**src/rtl/id_ex_stage.sv**
```systemverilog
// ID/EX pipeline register feeding the ALU: decodes the incoming instruction,
// resolves rs/rt forwarding at capture time, and inserts bubbles on load-use or flush.
module id_ex_stage #(
   parameter int DW = 32,
   parameter int RW = 5
) (
   input  logic          clk,
   input  logic          reset,
   input  logic          in_valid,
   input  logic [DW-1:0] in_instr,
   input  logic [DW-1:0] rf_rs_data,
   input  logic [DW-1:0] rf_rt_data,
   input  logic          flush,
   input  logic [DW-1:0] alu_result,
   input  logic          mem_wr_en,
   input  logic [RW-1:0] mem_rd,
   input  logic [DW-1:0] mem_data,
   input  logic          wb_wr_en,
   input  logic [RW-1:0] wb_rd,
   input  logic [DW-1:0] wb_data,
   output logic          stall_out,
   output logic          ex_valid,
   output logic [DW-1:0] ex_instr,
   output logic [DW-1:0] ex_regA,
   output logic [DW-1:0] ex_regB,
   output logic [RW-1:0] ex_rd,
   output logic          ex_reg_write,
   output logic          ex_mem_read,
   output logic          ex_mem_write
);

   logic          ex_valid_q, ex_valid_d;
   logic [DW-1:0] ex_instr_q, ex_instr_d;
   logic [DW-1:0] ex_rega_q, ex_rega_d;
   logic [DW-1:0] ex_regb_q, ex_regb_d;
   logic [RW-1:0] ex_rd_q, ex_rd_d;
   logic          ex_reg_write_q, ex_reg_write_d;
   logic          ex_mem_read_q, ex_mem_read_d;
   logic          ex_mem_write_q, ex_mem_write_d;

   logic [5:0]    opcode;
   logic [5:0]    funct;
   logic [RW-1:0] rs_idx, rt_idx, rd_idx;
   logic [RW-1:0] dec_rd;
   logic          dec_reg_write, dec_mem_read, dec_mem_write;
   logic          uses_rt;
   logic          hazard;
   logic          load;

   // An EX-stage load cannot forward through alu_result: its data only exists in MEM.
   function automatic logic [DW-1:0] fwd(input logic [RW-1:0] r, input logic [DW-1:0] rf);
      if (r == '0)
         return '0;
      else if (ex_valid_q && ex_reg_write_q && !ex_mem_read_q && ex_rd_q == r)
         return alu_result;
      else if (mem_wr_en && mem_rd == r)
         return mem_data;
      else if (wb_wr_en && wb_rd == r)
         return wb_data;
      else
         return rf;
   endfunction

   always_comb begin
      opcode        = in_instr[31:26];
      funct         = in_instr[5:0];
      rs_idx        = RW'(in_instr[25:21]);
      rt_idx        = RW'(in_instr[20:16]);
      rd_idx        = RW'(in_instr[15:11]);
      dec_rd        = '0;
      dec_reg_write = 1'b0;
      dec_mem_read  = 1'b0;
      dec_mem_write = 1'b0;
      case (opcode)
         6'h00: begin
            dec_rd        = rd_idx;
            dec_reg_write = (funct != 6'h08);
         end
         6'h08, 6'h09, 6'h0A, 6'h0B, 6'h0C, 6'h0D, 6'h0E, 6'h0F, 6'h23: begin
            dec_rd        = rt_idx;
            dec_reg_write = 1'b1;
            dec_mem_read  = (opcode == 6'h23);
         end
         6'h2B:   dec_mem_write = 1'b1;
         default: ;
      endcase
      if (dec_rd == '0)
         dec_reg_write = 1'b0;
      uses_rt = (opcode == 6'h00) || (opcode == 6'h04) || (opcode == 6'h05) || (opcode == 6'h2B);

      hazard = ex_valid_q && ex_mem_read_q && (ex_rd_q != '0) &&
               ((ex_rd_q == rs_idx) || (uses_rt && ex_rd_q == rt_idx));
      stall_out = in_valid && !flush && hazard;

      // Flush, stall and an empty IF/ID slot all load the same all-zero bubble.
      load           = in_valid && !flush && !stall_out;
      ex_valid_d     = load;
      ex_instr_d     = load ? in_instr : '0;
      ex_rega_d      = load ? fwd(rs_idx, rf_rs_data) : '0;
      ex_regb_d      = load ? fwd(rt_idx, rf_rt_data) : '0;
      ex_rd_d        = load ? dec_rd : '0;
      ex_reg_write_d = load && dec_reg_write;
      ex_mem_read_d  = load && dec_mem_read;
      ex_mem_write_d = load && dec_mem_write;
   end

   always_ff @(posedge clk) begin
      if (reset) begin
         ex_valid_q     <= 1'b0;
         ex_instr_q     <= '0;
         ex_rega_q      <= '0;
         ex_regb_q      <= '0;
         ex_rd_q        <= '0;
         ex_reg_write_q <= 1'b0;
         ex_mem_read_q  <= 1'b0;
         ex_mem_write_q <= 1'b0;
      end else begin
         ex_valid_q     <= ex_valid_d;
         ex_instr_q     <= ex_instr_d;
         ex_rega_q      <= ex_rega_d;
         ex_regb_q      <= ex_regb_d;
         ex_rd_q        <= ex_rd_d;
         ex_reg_write_q <= ex_reg_write_d;
         ex_mem_read_q  <= ex_mem_read_d;
         ex_mem_write_q <= ex_mem_write_d;
      end
   end

   assign ex_valid     = ex_valid_q;
   assign ex_instr     = ex_instr_q;
   assign ex_regA      = ex_rega_q;
   assign ex_regB      = ex_regb_q;
   assign ex_rd        = ex_rd_q;
   assign ex_reg_write = ex_reg_write_q;
   assign ex_mem_read  = ex_mem_read_q;
   assign ex_mem_write = ex_mem_write_q;

endmodule
```
**config.mk**
```make
export PLATFORM = sky130hd
export DESIGN_NAME = id_ex_stage
export DESIGN_NICKNAME = d
export VERILOG_FILES = /design/src/rtl/id_ex_stage.sv
export SDC_FILE = /design/constraint.sdc
export NUM_CORES = 1
export LEC_CHECK = 0
export ABC_AREA = 1
export CORE_AREA = 4 4 166 168
export DETAILED_ROUTE_END_ITERATION = 16
export DIE_AREA = 0 0 170 172
export PLACE_DENSITY = 0.61
export SKIP_LAST_GASP = 1
export SYNTH_ARGS = -nofsm -noshare
export SYNTH_HDL_FRONTEND = slang
export SYNTH_SLANG_ARGS = --single-unit
```
**constraint.sdc**
```tcl
create_clock -name clk -period 4.49 [get_ports clk]
set_clock_uncertainty 0.2 [all_clocks]
set_input_delay 0.898 -clock clk [delete_from_list [all_inputs] [get_ports clk]]
set_output_delay 0.898 -clock clk [all_outputs]
set_load 0.02 [all_outputs]
```
==> results of run 1 <==
-- placed cells by master (no fill, tap or decap), types with 2 or more instances in the layout --
cell / instances
sky130_fd_sc_hd__diode_2: 2
sky130_fd_sc_hd__nand4_1: 3
sky130_fd_sc_hd__inv_6: 4
sky130_fd_sc_hd__buf_4: 13
sky130_fd_sc_hd__nor3_1: 2
sky130_fd_sc_hd__buf_12: 2
sky130_fd_sc_hd__inv_1: 210
sky130_fd_sc_hd__a21oi_1: 7
sky130_fd_sc_hd__inv_2: 7
sky130_fd_sc_hd__nor2_4: 5
sky130_fd_sc_hd__nand2_1: 356
sky130_fd_sc_hd__clkbuf_16: 9
sky130_fd_sc_hd__nand3_2: 7
sky130_fd_sc_hd__o21ai_0: 2
sky130_fd_sc_hd__dfxtp_1: 105
sky130_fd_sc_hd__clkdlybuf4s50_1: 313
sky130_fd_sc_hd__a22oi_1: 3
sky130_fd_sc_hd__nand3_1: 140
sky130_fd_sc_hd__nor2_1: 259
-- metrics by stage --
stage / setup WS (ns) / total power [mW]
final: 0.384 / 2.38
after global routing: 0.211 / 2.51
after CTS: 0.378 / 2.43
after detailed placement: 0.393 / 1.54
after global placement: 0.426 / 1.54
after floorplan: 1.63 / 1.22
-- state kept, by name (all words and copies together) (netlist names) --
| name | cells |
|---|---|
| ex_instr | 32 |
| ex_regA | 32 |
| ex_regB | 32 |
| ex_rd | 5 |
| ex_mem_read | 1 |
| ex_mem_write | 1 |
| ex_reg_write | 1 |
| ex_valid | 1 |
-- report_power, final --
part           switching, mW  internal, mW
Sequential           0.00756         0.956
Combinational          0.276         0.279
Clock                  0.418         0.446
Total                  0.701          1.68
-- critical path, stage by stage --
cell and delay, ns:
sky130_fd_sc_hd__clkdlybuf4s50_1 0.60, sky130_fd_sc_hd__inv_2 0.09, sky130_fd_sc_hd__nand2_1 0.06, sky130_fd_sc_hd__nand2_1 0.06, sky130_fd_sc_hd__nor2_2 0.16, sky130_fd_sc_hd__inv_1 0.05, sky130_fd_sc_hd__nor2_1 0.13, sky130_fd_sc_hd__nand2_1 0.06
sky130_fd_sc_hd__nand2_1 0.07, sky130_fd_sc_hd__nand2_2 0.09, sky130_fd_sc_hd__nor2_1 0.11, sky130_fd_sc_hd__clkdlybuf4s50_1 0.62
-- routing by layer --
layer  part of all wire, %  routed length (um)  vias to the layer above
li1                      -                   -                     3995
met2                    48               13500                      295
met1                    41               11600                     3455
met5                  0.11                  30                        -
met4                  0.82                 229                        6
met3                   9.5                2650                       21
-- cell type report --
| cell class | instances | area (um2) |
|---|---|---|
| multi-input combinational | 790 | 3290 |
| sequential | 105 | 2100 |
| antenna | 2 | 5.00 |
| inverter | 217 | 815 |
| fill | 2798 | 15700 |
| clock inverter | 7 | 81.3 |
| tap | 335 | 419 |
| timing repair buffer | 328 | 3270 |
| clock buffer | 9 | 225 |
-- cell usage after synthesis, drive strengths merged --
master	count
a21oi	7
a22oi	3
buf	47
clkbuf	5
dfxtp	105
inv	217
nand2	357
nand3	147
nand3b	1
nand4	3
nor2	266
nor3	2
o211ai	1
o21ai	2
xnor2	1
-- how the worst max path moves through the flow --
stage,start,end,slack (ns),cells past startpoint
after floorplan,in_instr[21],stall_out,1.63,8
after global placement,in_instr[16],stall_out,0.43,12
after detailed placement,in_instr[16],stall_out,0.39,12
after CTS,in_instr[16],stall_out,0.38,12
after global routing,in_instr[21],stall_out,0.21,10
final,in_instr[16],stall_out,0.38,12
-- logic make-up (layout without fill, tap and decap cells) --
logic type / after synthesis / in the layout / synth area share (%)
DFF: 105 / 105 / 32.6
buffers and inverters: 269 / 561 / 17.1
AOI/OAI and AO/OA: 13 / 13 / 1.16
other: 0 / 2 / 0
and+or+nand+nor: 776 / 776 / 49.0
xor gates and xnor gates: 1 / 1 / 0.136
==> metrics.txt, run 1 <==
post-layout min period 4.11 ns; Crit Path Max Fanout 6; DP Area 9890 um2; dpl hpwl 21000 um; result of the run completed; Ys Warns 0; worst reg2reg setup slack 2.01 ns; met2 usage in global routing 32.0%; number of I/O pins 314; drt via density 4.33; htree depth 3; Final Hold Vio Count 0; GR met1 Demand/Resource 22.6%; Unique masters post-synth 23; r2r endpoint ex_regB[24]; cell area after layout 10200 um2; Initial Utilization 24.9%; worst hold-check slack 0.555 ns; master cell of the clock root buffer sky130_fd_sc_hd__clkbuf_16; fraction of the cycle the final worst path needs 91.4%; via count of the first global-routing pass 7461; PD cells 233 nW/um2; cell types occupying the most area after synthesis sky130_fd_sc_hd__dfxtp_1 33%, sky130_fd_sc_hd__nand2_1 21%, sky130_fd_sc_hd__nor2_1 15%, sky130_fd_sc_hd__inv_1 12%, sky130_fd_sc_hd__nand3_1 11%; Cell Count, Final, Fillers Out 1793; count of state elements after synthesis 105; DR vias 7772; Cells after Synth 1164; buffers inserted during post-CTS setup optimization 0; CTS-repair resized insts 0; Global Route Usage Sum 18.4%; final RePlAce weighted congestion 0.889; initial antenna violation count 4; layout cell share with drive strength beyond 1 3.64%; drt wl/cell 15.7 um; slew at the pin with the worst max-slew slack 1.02 ns; clock latency on the worst-skew pair 0.35 ns; instance count along the most critical hold path 5; worst hold start ex_mem_read; floorplan die width 170 um; required arrival time at the worst endpoint 3.39 ns; remaining number of nets flagged by the antenna check after routing 0; floorplan die height 172 um; static leakage 5.28 nW; start of the worst register-to-register path ex_rd[1]; number of max-capacitance violations reported 0; total standard cell area after synthesis 6450 um2; type of the most critical hold path flop to flop; post-synth net total 1372; clock net sink count 105; Worst Path Class, Setup primary input to output pin; count of nets after finishing 1659; remaining design rule violation count 0; area growth from synthesis to final layout 58.2%; worst path arrival time 3.01 ns; Global Route met3 Usage 5.44%; Total Wirelength 28100 um; sort of element at the end of the critical path output pin; Worst Hold Path EP ex_reg_write; area of the core region 25900 um2; worst vdd rail ir drop 0.143 mV; count of input and output buffers 313; post-synthesis cell type with the largest combined area sky130_fd_sc_hd__dfxtp_1; post-placement cell count 1775; first drt pass iteration count 5; kind of launch point of the worst setup path primary input; area fraction of the dominant cell type after synthesis 32.6%; path depth of the worst reg2reg path 8; relative max-transition margin 32.0%; number of buffers created by CTS 9; count of pins over their slew limit 0; achievable frequency 0.244 GHz; setup violators final 0; quantity of hold-fixing buffers added after cts 0; clock-pin slew of the registers on the worst-case setup and hold paths 0.08 ns; area enclosed by the die boundary 29200 um2; setup total negative slack 0 ns; final design utilization 39.4%; synthesized area per cell 5.54 um2; Clock Path Buffers 2; register area share after synthesis 32.6%; layer with the highest usage met2; number of rows in the core area 59; violation count after the first detailed-routing iteration 518; sum of overflow across all layers after global routing 0; RSZ-0062 raised after global routing no; first-pass GRT wire length 41600 um; CTS tree done; largest net degree at the start of global routing 41
Power figures use the tool's default switching activity.
==> run 2, diff against run 1 <==
Settings changed: REMOVE_ABC_BUFFERS set to 1.
==> metrics.txt, run 2 (synthesized netlist as in run 1, its figures left out) <==
area of the core region 25900 um2; DR vias 7753; count of pins over their slew limit 0; largest net degree at the start of global routing 65; setup total negative slack 0 ns; critical path's top delay family buffers and inverters; combined buffer and inverter count along the critical path 4; static leakage 5.27 nW; number of max-capacitance violations reported 0; result of the run completed; type of the most critical hold path flop to flop; clock latency on the worst-skew pair 0.36 ns; Final Hold Vio Count 0; Slowest cell on crit path sky130_fd_sc_hd__clkdlybuf4s50_1; dpl hpwl 21000 um; relative max-transition margin 35.9%; area enclosed by the die boundary 29200 um2; drt via density 4.33; worst vdd rail ir drop 0.135 mV; Clock Path Buffers 2; remaining number of nets flagged by the antenna check after routing 0; final design utilization 39.3%; Initial Utilization 24.9%; RSZ-0062 raised after global routing no; total area of multi-input combinational cells 3290 um2; Global Route Usage Sum 18.3%; sort of element at the end of the critical path output pin; via count of the first global-routing pass 7602; violation count after the first detailed-routing iteration 586; PD cells 228 nW/um2; buffers inserted during post-CTS setup optimization 0; final RePlAce weighted congestion 0.880; first-pass GRT wire length 41900 um; Cell Count, Final, Fillers Out 1792; htree depth 3; worst hold-check slack 0.560 ns; kind of launch point of the worst setup path primary input; fraction of the cycle the final worst path needs 92.4%; slew at the pin with the worst max-slew slack 0.959 ns; first drt pass iteration count 5; number of rows in the core area 59; remaining design rule violation count 0; initial antenna violation count 0; achievable frequency 0.241 GHz; sum of overflow across all layers after global routing 0; number of inserted filler cells in the final layout 2781; number of I/O pins 314; clock net sink count 105; drt wl/cell 15.5 um; critical path cell sequence clkdlybuf4s50_1 -> inv_2 -> nand2_1 -> nand2_1 -> nor2_2 -> inv_1 -> nor2_1 -> nand2_1 -> nand2_1 -> nand2_2 -> nor2_1 -> clkdlybuf4s50_1; setup violators final 0; layout cell share with drive strength beyond 1 3.64%; most common library cell in the layout ignoring fill and taps sky130_fd_sc_hd__nand2_1; worst path arrival time 3.05 ns; count of input and output buffers 313; most used cells in the layout excluding fill and tap cells 356 x sky130_fd_sc_hd__nand2_1, 313 x sky130_fd_sc_hd__clkdlybuf4s50_1, 259 x sky130_fd_sc_hd__nor2_1; count of nets after finishing 1659; number of buffers created by CTS 9; clock-pin slew of the registers on the worst-case setup and hold paths 0.07 ns; sequential standard cell area 2100 um2; CTS tree done; Worst Path Class, Setup primary input to output pin; post-layout min period 4.15 ns; most common cell type on the critical path sky130_fd_sc_hd__nand2_1; area growth from synthesis to final layout 57.8%; Crit Path Max Fanout 6; delay contributed by the slowest stage of the critical path 0.65 ns; CTS-repair resized insts 0; Total Wirelength 27700 um; required arrival time at the worst endpoint 3.39 ns; floorplan die height 172 um; floorplan die width 170 um; master cell of the clock root buffer sky130_fd_sc_hd__clkbuf_16; quantity of hold-fixing buffers added after cts 0; post-placement cell count 1775
[run 2: cell types whose count changed in the layout (fill, tap and decap cells not counted), sizes merged]
cell	change
clkbuf	+1
clkinvlp	+1
inv	-2
bufinv	-1
clkinv	+1
diode	-1
[run 2: cell type report]
class                      count  area share, %
clock inverter                 6          0.467
antenna                        1         0.0246
timing repair buffer         328           32.1
tap                          335           4.12
inverter                     217           8.00
sequential                   105           20.6
clock buffer                  10           2.35
multi-input combinational    790           32.3
[run 2: tightest hold or removal path, stage by stage, from the launching register on]
cell and delay (ns):
sky130_fd_sc_hd__dfxtp_1 0.35, sky130_fd_sc_hd__o211ai_1 0.10, sky130_fd_sc_hd__inv_1 0.07, sky130_fd_sc_hd__nand2_2 0.09, sky130_fd_sc_hd__nand3_1 0.08, sky130_fd_sc_hd__nor2_1 0.04
[run 2: where the power goes]
group          switching, mW  internal [mW]
Clock                  0.407          0.399
Sequential           0.00723          0.956
Combinational          0.274          0.279
[run 2: per-layer routing]
metal	vias up	global-route usage (%)	share of wire, %
li1	3988	-	-
met1	3441	23.1	43
met2	284	31.4	48
met3	40	3.48	6.6
met4	0	6.04	2.5
met5	-	0	0
[run 2: worst paths after layout]
| path | start | endpoint | slack, ns | cells after the start |
|---|---|---|---|---|
| setup / recovery | in_instr[16] | stall_out | 0.34 | 12 |
| hold / removal | ex_valid | ex_reg_write | 0.56 | 5 |
| setup reg to reg | ex_rd[4] | ex_instr[27] | 2.07 | 10 |
| hold reg to reg | ex_valid | ex_reg_write | 0.56 | 5 |
[run 2: through the flow]
step	total power, mW	area, um2	worst slack, ns
final	2.32	10200	0.341
after global placement	1.54	9890	0.330
after floorplan	1.21	6160	1.58
after CTS	2.36	10200	0.325
after detailed placement	1.54	9890	0.334
after global routing	2.46	10200	0.196
==> run 3, diff against run 2 <==
Settings changed: CTS_BUF_LIST set to sky130_fd_sc_hd__clkbuf_8, PLACE_DENSITY 0.61 to 0.63.
Clock period 4.49 ns to 3.6 ns, I/O delays scaled along.
==> metrics.txt, run 3 (synthesized netlist as in run 1, its figures left out) <==
number of I/O pins 314; worst hold-check slack 0.631 ns; area enclosed by the die boundary 29200 um2; sum of overflow across all layers after global routing 0; Power, Total 2.67 mW; area growth from synthesis to final layout 59.4%; PD cells 260 nW/um2; Initial Utilization 24.9%; initial antenna violation count 2; drt wl/cell 15.3 um; number of rows in the core area 59; Total Wirelength 27700 um; worst-case setup margin in the final layout 0.408 ns; htree depth 3; area of the core region 25900 um2; violation count after the first detailed-routing iteration 535; setup total negative slack 0 ns; count of pins over their slew limit 0; master cell of the clock root buffer sky130_fd_sc_hd__clkbuf_8; dpl hpwl 20000 um; Clock Path Buffers 2; result of the run completed; DP Area 10100 um2; post-placement cell count 1796; Crit Path Max Fanout 6; remaining number of nets flagged by the antenna check after routing 0; drt via density 4.34; relative max-transition margin 46.9%; setup violators final 0; clock-pin slew of the registers on the worst-case setup and hold paths 0.12 ns; final design utilization 39.7%; clock net sink count 105; fraction of the cycle the final worst path needs 88.7%; number of buffers created by CTS 9; CTS-repair resized insts 0; quantity of hold-fixing buffers added after cts 0; count of input and output buffers 313; worst slack, placed 0.0468 ns; final RePlAce weighted congestion 0.880; achievable frequency 0.313 GHz; kind of launch point of the worst setup path primary input; number of max-capacitance violations reported 0; Cell Count, Final, Fillers Out 1813; first drt pass iteration count 5; type of the most critical hold path primary input to flop; required arrival time at the worst endpoint 2.68 ns; most used cells in the layout excluding fill and tap cells 356 x sky130_fd_sc_hd__nand2_1, 312 x sky130_fd_sc_hd__clkdlybuf4s50_1, 259 x sky130_fd_sc_hd__nor2_1; RSZ-0062 raised after global routing no; floorplan die height 172 um; first-pass GRT wire length 41600 um; Final Hold Vio Count 0; static leakage 5.36 nW; sort of element at the end of the critical path output pin; post-layout min period 3.19 ns; largest net degree at the start of global routing 65; CTS tree done; floorplan die width 170 um; worst vdd rail ir drop 0.150 mV; layout cell share with drive strength beyond 1 4.95%; worst path arrival time 2.27 ns; cell area after layout 10300 um2; Global Route Usage Sum 18.1%; slew at the pin with the worst max-slew slack 0.797 ns; most common library cell in the layout ignoring fill and taps sky130_fd_sc_hd__nand2_1; buffers inserted during post-CTS setup optimization 0; clock latency on the worst-skew pair 0.39 ns; DR vias 7864; count of nets after finishing 1680; Worst Path Class, Setup primary input to output pin; via count of the first global-routing pass 7633; remaining design rule violation count 0; number of inserted filler cells in the final layout 2773
## run 3: worst paths after layout
check,startpoint,to,cells past startpoint,slack [ns]
setup / recovery,in_instr[16],stall_out,12,0.41
hold / removal,in_instr[8],ex_instr[8],3,0.63
setup reg to reg,ex_rd[4],ex_instr[7],11,1.38
hold reg to reg,ex_mem_read,ex_reg_write,6,0.63
## run 3: worst max-delay path: stages
cell	delay [ns]
sky130_fd_sc_hd__clkdlybuf4s50_1	0.58
sky130_fd_sc_hd__inv_2	0.06
sky130_fd_sc_hd__nand2_1	0.05
sky130_fd_sc_hd__nand2_1	0.06
sky130_fd_sc_hd__nor2_2	0.11
sky130_fd_sc_hd__inv_1	0.04
sky130_fd_sc_hd__nor2_1	0.13
sky130_fd_sc_hd__nand2_1	0.06
sky130_fd_sc_hd__nand2_1	0.07
sky130_fd_sc_hd__nand2_2	0.06
sky130_fd_sc_hd__nor2_1	0.08
sky130_fd_sc_hd__dlymetal6s2s_1	0.24
## run 3: area by class of cell
type | count | area [um2] | share of cell area, %
diodes | 2 | 5.00 | 0.0487
clock buffers | 9 | 124 | 1.20
clock inverters | 6 | 51.3 | 0.499
inverters | 217 | 815 | 7.92
multi-input cells | 790 | 3290 | 32.0
flip-flops and latches | 105 | 2100 | 20.4
well taps | 335 | 419 | 4.08
repair buffers | 349 | 3480 | 33.8
## run 3: metal layers
| metal | share of wire (%) | global-route usage [%] | up-vias |
|---|---|---|---|
| met5 | 0.029 | 0 | - |
| met4 | 2.1 | 6.22 | 2 |
| met3 | 7.2 | 3.52 | 48 |
| met2 | 48 | 30.7 | 305 |
| met1 | 43 | 23.0 | 3483 |
| li1 | - | - | 4026 |
## run 3: report_power, final
part / internal, mW / switching, mW / total [mW]
registers: 1.19 / 0.00918 / 1.20
logic: 0.365 / 0.346 / 0.710
clock network: 0.261 / 0.497 / 0.758
==> RTL change: new RTL, flow settings as in run 3 <==
Change the parameter `RW` from 5 to 6.
--- a/src/rtl/id_ex_stage.sv
+++ b/src/rtl/id_ex_stage.sv
@@ -2,7 +2,7 @@
 // resolves rs/rt forwarding at capture time, and inserts bubbles on load-use or flush.
 module id_ex_stage #(
    parameter int DW = 32,
-   parameter int RW = 5
+   parameter int RW = 6
 ) (
    input  logic          clk,
    input  logic          reset,
Interface: changed (resized ex_rd, mem_rd and wb_rd); port bits go from 314 to 317. No check against the original RTL was run, so the function may have changed too.
==> RTL change against run 3 <==
Worst setup slack got worse by 0.28 ns. Sequential cell count did not move. Non-clock buffer count rose by 10. Power rose by 7.6%. Design area rose by 3.6%. Synthesized area rose by 4.4%. Clock power rose by 17%. Routed wire length rose by 15%. Via count rose by 9.0%. Largest cell class unchanged. Highest routed layer is now met4.
==> RTL change: results (changes against run 3) <==
Placed design
  – DP HPWL: 23800 um (+19%)
  – Port buffer count: 315 (+0.64%)
  – Placed cell area: 10400 um2 (+3.2%)
  – RePlAce Congestion: 0.829 (-5.8%)
  – Placed Cells: 1787 (-0.50%)

STA
  – Slew @ Worst Pin: 0.581 ns (-0.216 ns)
  – WHS: 0.565 ns (-0.0660 ns)
  – Min Tclk post-route: 3.47 ns (+0.281 ns)

Pwr
  – VDD IR max: 216 uV (+44%)

GRT
  – Met2 Resource Use GR: 0.369 (+0.0618)
  – Vias in the first global route: 8795 (+15%)
  – First-pass GRT wire length: 48200 um (+16%)
  – GR Util met3: 0.0665 (+0.0313)
  – GR Util All Layers: 0.212 (+0.0309)

Routing
  – Wire length on met2: 15400 um (+16%)
  – Met1 wire length: 12900 um (+8.2%)
  – Vias: 8573 (+9.0%)
  – DRT Wirelength: 31900 um (+15%)
  – Routed len/inst: 17.7 um (+16%)

Critical path
  – Crit path DAT: 2.55 ns (+0.28 ns)
  – Max incr delay on CP: 0.63 ns (+0.05 ns)
  – Crit-path max FO: 4 (-2)
  – FF-to-FF End: ex_regA[0]

Worst hold path
  – Hold path cells: 5 (+2)
  – Hold Path Sink: ex_regB[30]
  – Hold Crit Class: flop to flop

Synthesis
  – Sequential fraction of the synthesis area: 0.312 (-0.0139)

Final layout
  – Layout cells sized above 1: 0.0627 (+0.0132)

Run status
  – Run status: completed
==> RTL change: kinds of logic after synthesis <==
logic type | after synthesis | synth area share
compound gates | 15 | 0.0126
xor+xnor | 10 | 0.0130
buf+inv | 311 | 0.188
flops | 105 | 0.312
other cells | 1 | 0.000556
simple gates | 722 | 0.473
==> RTL change: worst register-to-register path, delay by kind of cell, from the launching register on <==
kind          cells  cell delay (ns)
simple gates      9             0.92
buf+inv           3             0.55
flops             1             0.46
==> RTL change: where the power goes <==
part           internal, W  leakage (nW)  total (W)  switching (W)
clock             0.000416         0.119   0.000888       0.000473
combinational     0.000371          4.39   0.000783       0.000412
sequential         0.00119         0.854    0.00120     0.00000888
==> RTL change: area by class of cell <==
cell class | count | share of cell area
Sequential cell | 105 | 0.197
Tap cell | 335 | 0.0393
Clock buffer | 10 | 0.0129
Multi-Input combinational cell | 748 | 0.325
Clock inverter | 6 | 0.00845
Timing Repair Buffer | 359 | 0.333
Inverter | 240 | 0.0845
